`config.mk`:
```
export PLATFORM = sky130hd
export DESIGN_NAME = led_bar_counter_flat
export DESIGN_NICKNAME = d
export VERILOG_FILES = /design/src/rtl/led_bar_counter_if.sv /design/src/rtl/led_bar_counter.sv /design/src/flat_wrapper.sv
export SDC_FILE = /design/constraint.sdc
export NUM_CORES = 1
export LEC_CHECK = 0
export ABC_AREA = 1
export CAP_MARGIN = 40
export CORE_ASPECT_RATIO = 1.2
export CORE_UTILIZATION = 50
export CTS_CLUSTER_DIAMETER = 30
export CTS_CLUSTER_SIZE = 10
export DETAILED_ROUTE_END_ITERATION = 12
export PLACE_DENSITY_LB_ADDON = 0.1
export RECOVER_POWER = 50
export SYNTH_ARGS = -nofsm -noshare
export SYNTH_HDL_FRONTEND = slang
export SYNTH_SLANG_ARGS = --single-unit
```
`constraint.sdc`:
```
create_clock -name clk -period 2.05 [get_ports clk]
set_input_delay 0.41 -clock clk [delete_from_list [all_inputs] [get_ports clk]]
set_output_delay 0.41 -clock clk [all_outputs]
set_load 0.1 [all_outputs]
```
`src/rtl/led_bar_counter_if.sv`:
```
// ============================================================================
// Module      : led_bar_counter_if
// Description : Button, clear and count/flag bundle for the LED bar counter.
// Revision    : 1.0 - initial release
// ============================================================================
`default_nettype none

interface led_bar_counter_if;
    logic       btn_up;
    logic       btn_down;
    logic       clear;
    logic [4:0] current_count;
    logic       at_max;
    logic       at_min;

    modport master (
        output btn_up,
        output btn_down,
        output clear,
        input  current_count,
        input  at_max,
        input  at_min
    );

    modport slave (
        input  btn_up,
        input  btn_down,
        input  clear,
        output current_count,
        output at_max,
        output at_min
    );
endinterface

`default_nettype wire

```
`src/rtl/led_bar_counter.sv`:
```
// ============================================================================
// Module      : led_bar_counter
// Description : Debounced up/down push-button counter with saturation flags.
// Revision    : 1.0 - initial release
// ============================================================================
`default_nettype none

module led_bar_counter #(
    parameter int DB_CYCLES = 20,
    parameter int MAX_COUNT = 16
) (
    input  wire logic         clk,
    input  wire logic         rst,
    led_bar_counter_if.slave  bus
);

    localparam int               C_TW   = $clog2(DB_CYCLES);
    localparam logic [C_TW-1:0]  C_TMAX = C_TW'(DB_CYCLES - 1);
    localparam logic [4:0]       C_MAX  = 5'(MAX_COUNT);

    typedef enum logic [1:0] {
        RELEASED    = 2'd0,
        PRESS_CHK   = 2'd1,
        HELD        = 2'd2,
        RELEASE_CHK = 2'd3
    } db_state_t;

    logic [1:0] w_raw;
    logic [1:0] w_step;
    logic [4:0] r_count;

    assign w_raw = {bus.btn_down, bus.btn_up};

    // Bit 0 is the up button, bit 1 the down button.
    generate
        for (genvar g = 0; g < 2; g++) begin : g_db
            logic [1:0]      r_sync;
            db_state_t       r_state;
            logic [C_TW-1:0] r_timer;

            always_ff @(posedge clk) begin
                if (rst) begin
                    r_sync  <= 2'b00;
                    r_state <= RELEASED;
                    r_timer <= '0;
                end else begin
                    r_sync <= {r_sync[0], w_raw[g]};
                    case (r_state)
                        RELEASED: begin
                            if (r_sync[1]) begin
                                r_state <= PRESS_CHK;
                                r_timer <= '0;
                            end
                        end
                        PRESS_CHK: begin
                            if (!r_sync[1])
                                r_state <= RELEASED;
                            else if (r_timer == C_TMAX)
                                r_state <= HELD;
                            else
                                r_timer <= r_timer + C_TW'(1);
                        end
                        HELD: begin
                            if (!r_sync[1]) begin
                                r_state <= RELEASE_CHK;
                                r_timer <= '0;
                            end
                        end
                        RELEASE_CHK: begin
                            if (r_sync[1])
                                r_state <= HELD;
                            else if (r_timer == C_TMAX)
                                r_state <= RELEASED;
                            else
                                r_timer <= r_timer + C_TW'(1);
                        end
                        default: r_state <= RELEASED;
                    endcase
                end
            end

            // The step fires on the same edge that moves PRESS_CHK into HELD.
            assign w_step[g] = (r_state == PRESS_CHK) && r_sync[1] && (r_timer == C_TMAX);
        end
    endgenerate

    always_ff @(posedge clk) begin
        if (rst || bus.clear) begin
            r_count <= 5'd0;
        end else begin
            case (w_step)
                2'b01:   if (r_count != C_MAX) r_count <= r_count + 5'd1;
                2'b10:   if (r_count != 5'd0)  r_count <= r_count - 5'd1;
                default: r_count <= r_count;
            endcase
        end
    end

    assign bus.current_count = r_count;
    assign bus.at_max        = (r_count == C_MAX);
    assign bus.at_min        = (r_count == 5'd0);

endmodule

`default_nettype wire

```
`src/flat_wrapper.sv`:
```
// flat-port wrapper written by rule: the top's interface ports become plain ports
module led_bar_counter_flat 
#(
    parameter int DB_CYCLES = 20,
    parameter int MAX_COUNT = 16
)
  (clk, rst, bus_btn_up, bus_btn_down, bus_clear, bus_current_count, bus_at_max, bus_at_min);
  led_bar_counter_if bus_i ();
  input  wire logic clk;
  input  wire logic rst;
  input wire logic [$bits(bus_i.btn_up)-1:0] bus_btn_up;
  input wire logic [$bits(bus_i.btn_down)-1:0] bus_btn_down;
  input wire logic [$bits(bus_i.clear)-1:0] bus_clear;
  output wire logic [$bits(bus_i.current_count)-1:0] bus_current_count;
  output wire logic [$bits(bus_i.at_max)-1:0] bus_at_max;
  output wire logic [$bits(bus_i.at_min)-1:0] bus_at_min;
  assign bus_i.btn_up = bus_btn_up;
  assign bus_i.btn_down = bus_btn_down;
  assign bus_i.clear = bus_clear;
  assign bus_current_count = bus_i.current_count;
  assign bus_at_max = bus_i.at_max;
  assign bus_at_min = bus_i.at_min;
  led_bar_counter #(.DB_CYCLES(DB_CYCLES), .MAX_COUNT(MAX_COUNT)) u_core (.clk(clk), .rst(rst), .bus(bus_i));
endmodule
```
Yosys cells after proc, flatten, opt, wreduce, memory -nomap -nowiden
Cells that the tools add are included.

storage, ports and cells
  register bits after elaboration = 23
  word-level logic and storage cells = 81

cells by class
  $add $sub $neg = 4
  equality and inequality tests = 26
  muxes and demuxes = 29
  reduce and logical (&&, ||, !) cells = 15

operator list
  kind                                                    count
  2-to-1 mux 5 bit                                        12
  one-hot mux 5 bit (4 select lines)                      2
  2-to-1 mux 2 bit                                        12
  one-hot mux 2 bit (4 select lines)                      2
  AND reduction 4 bit                                     4
  adder 5 x 1 -> 5 bit (second input constant)            3
  equality test 5 bit (second input constant)             3
  inequality test 2 x 1 -> 1 bit (second input constant)  6
  equality test 2 bit (second input constant)             5
  one-hot mux 5 bit (2 select lines)                      1
  inequality test 2 bit (second input constant)           4
  equality test 2 x 1 -> 1 bit (second input constant)    3
  inequality test 3 x 1 -> 1 bit (second input constant)  2
  inequality test 3 bit (second input constant)           2
  logical NOT 5 bit                                       1
  inequality test 5 bit (second input constant)           1
  nonzero test 5 bit                                      1
  subtractor 5 x 1 -> 5 bit (second input constant)       1
  logical AND 1 bit                                       4
  logical NOT 2 bit                                       2
  AND reduction 3 bit                                     1
  nonzero test 2 bit                                      1
  logical OR 1 bit                                        1

Depth between registers and ports, before layout
  depth in word-level cells = 6
  depth in mapped cells = 16

Worst setup path after synthesis
OpenSTA, ideal clock, no wires.

  path type = register -> output
  from = register u_core.r_count[2], in the netlist u_core.bus.current_count[2]
  to = output bus_at_min
  arrival time = 2.305 ns
  required time = 1.640 ns
  setup slack = -0.665 ns
  stages on the path, launching flop included = 4
  path buffers = 0
  cells stage by stage = dfxtp_1 -> nor2_2 -> nand2_2 -> nor2_1

on the way
  word-level cells in the longest chain between the ends = 1

RTL lines
  what                    line                    RTL
  from (decl)             led_bar_counter.sv:30   logic [4:0] r_count;
  from (signal assigned)  led_bar_counter.sv:92   2'b01: if (r_count != C_MAX) r_count <= r_count + 5'd1;
  from (signal assigned)  led_bar_counter.sv:93   2'b10: if (r_count != 5'd0) r_count <= r_count - 5'd1;
  from (signal assigned)  led_bar_counter.sv:94   default: r_count <= r_count;
  logical NOT 5 bit       led_bar_counter.sv:101  assign bus.at_min = (r_count == 5'd0);
  to (decl)               flat_wrapper.sv:16      output wire logic [$bits(bus_i.at_min)-1:0] bus_at_min;

Every way passes these cells.

Worst setup path in the final report
  from = register u_core.g_db[0].r_timer[0]
  to = register u_core.r_count[4], in the netlist u_core.bus.current_count[4]

on the way
  word-level cells in the longest chain between the ends = 5
  elaborated cells between the ends (all ways) = 9
  those cells by class = eq/ne (5); mux (1); reduce/logical (3)

RTL lines
  what                                                                                          line                   RTL
  from (decl)                                                                                   led_bar_counter.sv:39  logic [C_TW-1:0] r_timer;
  from (signal assigned)                                                                        led_bar_counter.sv:61  r_timer <= r_timer + C_TW'(1);
  from (signal assigned)                                                                        led_bar_counter.sv:75  r_timer <= r_timer + C_TW'(1);
  equality test 5 bit (*)                                                                       led_bar_counter.sv:83  assign w_step[g] = (r_state == PRESS_CHK) && r_sync[1] && (r_timer == C_TMAX);
  logical AND 1 bit (*)                                                                         led_bar_counter.sv:83
  equality test 2 bit / equality test 2 x 1 -> 1 bit (equally long branches)                    led_bar_counter.sv:91  case (w_step)
  inequality test 2 x 1 -> 1 bit (no source line) / nonzero test 2 bit (equally long branches)  --
  AND reduction 3 bit (no source line)                                                          --

Mark *: on every way between the ends. The rest lies on a longest branch, timed or not.
A chain may end at the register's enable or synchronous reset.

==> impl_metrics.tcl <==
set metrics [dict create \
    critPathCaptureType "register" \
    arrival_ps 2300 \
    multi_input_area_um2 788 \
    synthCells 170 \
    core.rowCount 19 \
    cts_buffers 3 \
    htree_levels 1 \
    antenna_found_initial 0 \
    muxShareOfSynthArea 0 \
    hold_viol 0 \
    ir_worst_vdd_mv 0.450 \
    synth_adder_area_share 0.0603 \
    power_density_nw_per_um2 418 \
    ioPinCount 12 \
    fmax_ghz 0.488 \
    fin_skew_ps 8.07 \
    dp.cells 217 \
    route.detailed.drc 0 \
    syn_area_per_cell_um2 7.32 \
    cts_sinks 23 \
    grt-ovfl-total 0 \
    worst-path-buf-inv 2 \
    die_x_um 47.6 \
    die_height_um 56.7 \
    cp_max_fo 4 \
    timing.final.ws_setup_ps 1.15 \
    p_leak_uw 0.000749 \
    final_common_cell "nand2_1" \
    layout.nets 210 \
    antenna_cells 0 \
    tightest_slew_ps 441 \
    layout-drive-gt1-share 0.369 \
    synth_fp_nets 181 \
    synth_top_family_by_area "simple AND/OR/NAND/NOR gates" \
    setup.worst_path.start_class "register" \
    ys_seq_area_frac 0.370 \
    setup_tns_ps 0 \
    drt_first_iter_violations 26 \
    grt_max_degree 14 \
    dieArea_um2 2690 \
    grt_pass1_vias 1069 \
    cts_tree "built" \
    finalNonFillerCells 229 \
    ant_nets 0 \
    dp_hpwl_um 1920 \
    slew_violations 0 \
    rsz0062_at_grt "true" \
    crit_family "simple AND/OR/NAND/NOR gates" \
    max_slew_margin 0.705 \
    num_vias 1134 \
    place.gp.congestion 0.827 \
    crit_type "reg2reg" \
    clk-insertion-delay-late_ps 310 \
    final_core_util 0.720 \
    port_buffers 11 \
    cts_root_buffer "clkbuf_4" \
    cp_cell_sequence "ha_4 > nand4_4 > nor3_4 > inv_2 > ha_4 > xor2_2 > ha_2 > inv_2 > nand2_2 > nand3_2 > nand2_1 > nand2_1 > nand2_1 > nand2_1 > a21oi_2" \
    post-place-ws_ps -55.3 \
    yosys.area_share.simple 0.308 \
    yosys_warnings 0 \
    reg2reg_from "u_core.g_db[0].r_timer[0]$_SDFFE_PP0P_" \
    synth_seq_cells 23 \
    register_area_um2 480 \
    setup_violations 0 \
    fin_crit_ps 2050 \
    clk_pin_slew_ps 130 \
    ys_types 23 \
    cp_data_required_time_ps 2300 \
    min_from "u_core.g_db[1].r_sync[0]$_SDFF_PP0_" \
    synth_compound_area_frac 0.0854 \
    dr.pass1.iters 4 \
    cpPeakStageDelay_ps 380 \
    max-cap-violations 0 \
    final_cell_mix "28 x nand2_1, 20 x inv_1, 20 x buf_4" \
    clockBufferDepth 2 \
    fillers 199 \
    total_power_uw 701 \
    via_per_inst 4.95 \
    core_um2 2330 \
    synth-xor-area-share 0.0774 \
    wirelength_um 2730 \
    outcome "finished clean" \
    area_growth_pct 34.7 \
    synth_area_um2 1240 \
    grt_first_pass_wirelength_um 4300 \
    cp_slowest_cell "dfxtp_2" \
    grt.total_usage 0.219 \
    wl_per_cell_um 11.9 \
    hold_class "reg2reg" \
    cp-startpoint "u_core.g_db[0].r_timer[0]$_SDFFE_PP0P_" \
    critPathMostFrequentCell "nand2_1" \
    start_util 0.534 \
    post-route-period-util 0.999 \
]
==> stage by stage <==
stage                     hold WS [ps]  instance area (µm²)
after floorplan                    388                 1320
after global placement             392                 1520
after detailed placement           397                 1520
after CTS                          415                 1590
after global routing               444                 1680
final                              413                 1680
==> cells in the mapped netlist, drive strengths merged <==
| master | n | share of area |
|---|---|---|
| a211oi | 1 | 0.0060 |
| a21oi | 14 | 0.059 |
| buf | 1 | 0.0090 |
| clkbuf | 2 | 0.0060 |
| clkinv | 1 | 0.0030 |
| dfxtp | 23 | 0.37 |
| ha | 6 | 0.060 |
| inv | 27 | 0.081 |
| nand2 | 33 | 0.11 |
| nand3 | 15 | 0.070 |
| nand3b | 1 | 0.0060 |
| nand4 | 3 | 0.020 |
| nor2 | 25 | 0.095 |
| nor3 | 2 | 0.0080 |
| o21ai | 5 | 0.020 |
| xor2 | 11 | 0.077 |
==> kinds of logic (layout without fill, tap and decap cells) <==
kind of cell,after synthesis,after routing
buf+inv,31,59
flops,23,23
fa+ha+maj,6,6
simple gates,79,79
xor+xnor,11,11
compound gates,20,20
==> worst paths after layout <==
kind                                                   end  slack [ps]  cells past startpoint
setup / recovery  u_core.bus.current_count[4]$_SDFFE_PP0P_           1                     15
hold / removal         u_core.g_db[1].r_sync[1]$_SDFF_PP0_         410                      2
setup reg to reg  u_core.bus.current_count[4]$_SDFFE_PP0P_           1                     15
hold reg to reg        u_core.g_db[1].r_sync[1]$_SDFF_PP0_         410                      2
==> report_power, final <==
part / internal [µW] / switching [µW]
combinational: 15.7 / 23.8
clock: 72.8 / 133
sequential: 450 / 4.81
==> worst reg2reg max path, cell delays in order, from the launching register on <==
cell and delay (ps):
dfxtp_2 380, ha_4 160, nand4_4 110, nor3_4 210
inv_2 90, ha_4 180, xor2_2 150, ha_2 190
inv_2 40, nand2_2 70, nand3_2 70, nand2_1 60
nand2_1 40, nand2_1 50, nand2_1 60, a21oi_2 130
==> sequential cells by signal (all words and copies together), names as in the netlist, named ones only <==
| name | flops |
|---|---|
| u_core.g_db.r_state | 2 |
| u_core.g_db.r_timer | 10 |
| u_core.g_db.r_sync | 4 |
| u_core.bus.current_count | 5 |
==> final cells by class <==
cell class,instances,share of cell area
Sequential cell,23,0.287
Clock buffer,3,0.0134
Tap cell,31,0.0231
Inverter,28,0.0642
Clock inverter,1,0.00299
Timing Repair Buffer,27,0.140
Multi-Input combinational cell,116,0.470
==> repair_timing <==
| item | in CTS | in global routing |
|---|---|---|
| pin swaps | 2 | 14 |
| endpoints found under the setup margin | 2 | 5 |
| hold buffers | 0 | 0 |
| buffers inserted | 4 | 6 |
| resized for setup | 2 | 19 |
==> layer usage <==
| metal | vias to the layer above | wire length [µm] | track usage |
|---|---|---|---|
| met1 | 533 | 1130 | 0.226 |
| met2 | 13 | 1540 | 0.419 |
| met5 | - | 0 | 0 |
| met3 | 2 | 43 | 0.0386 |
| li1 | 586 | - | - |
| met4 | 0 | 14 | 0.0595 |
Note: power is estimated with default switching activity, not from simulation.
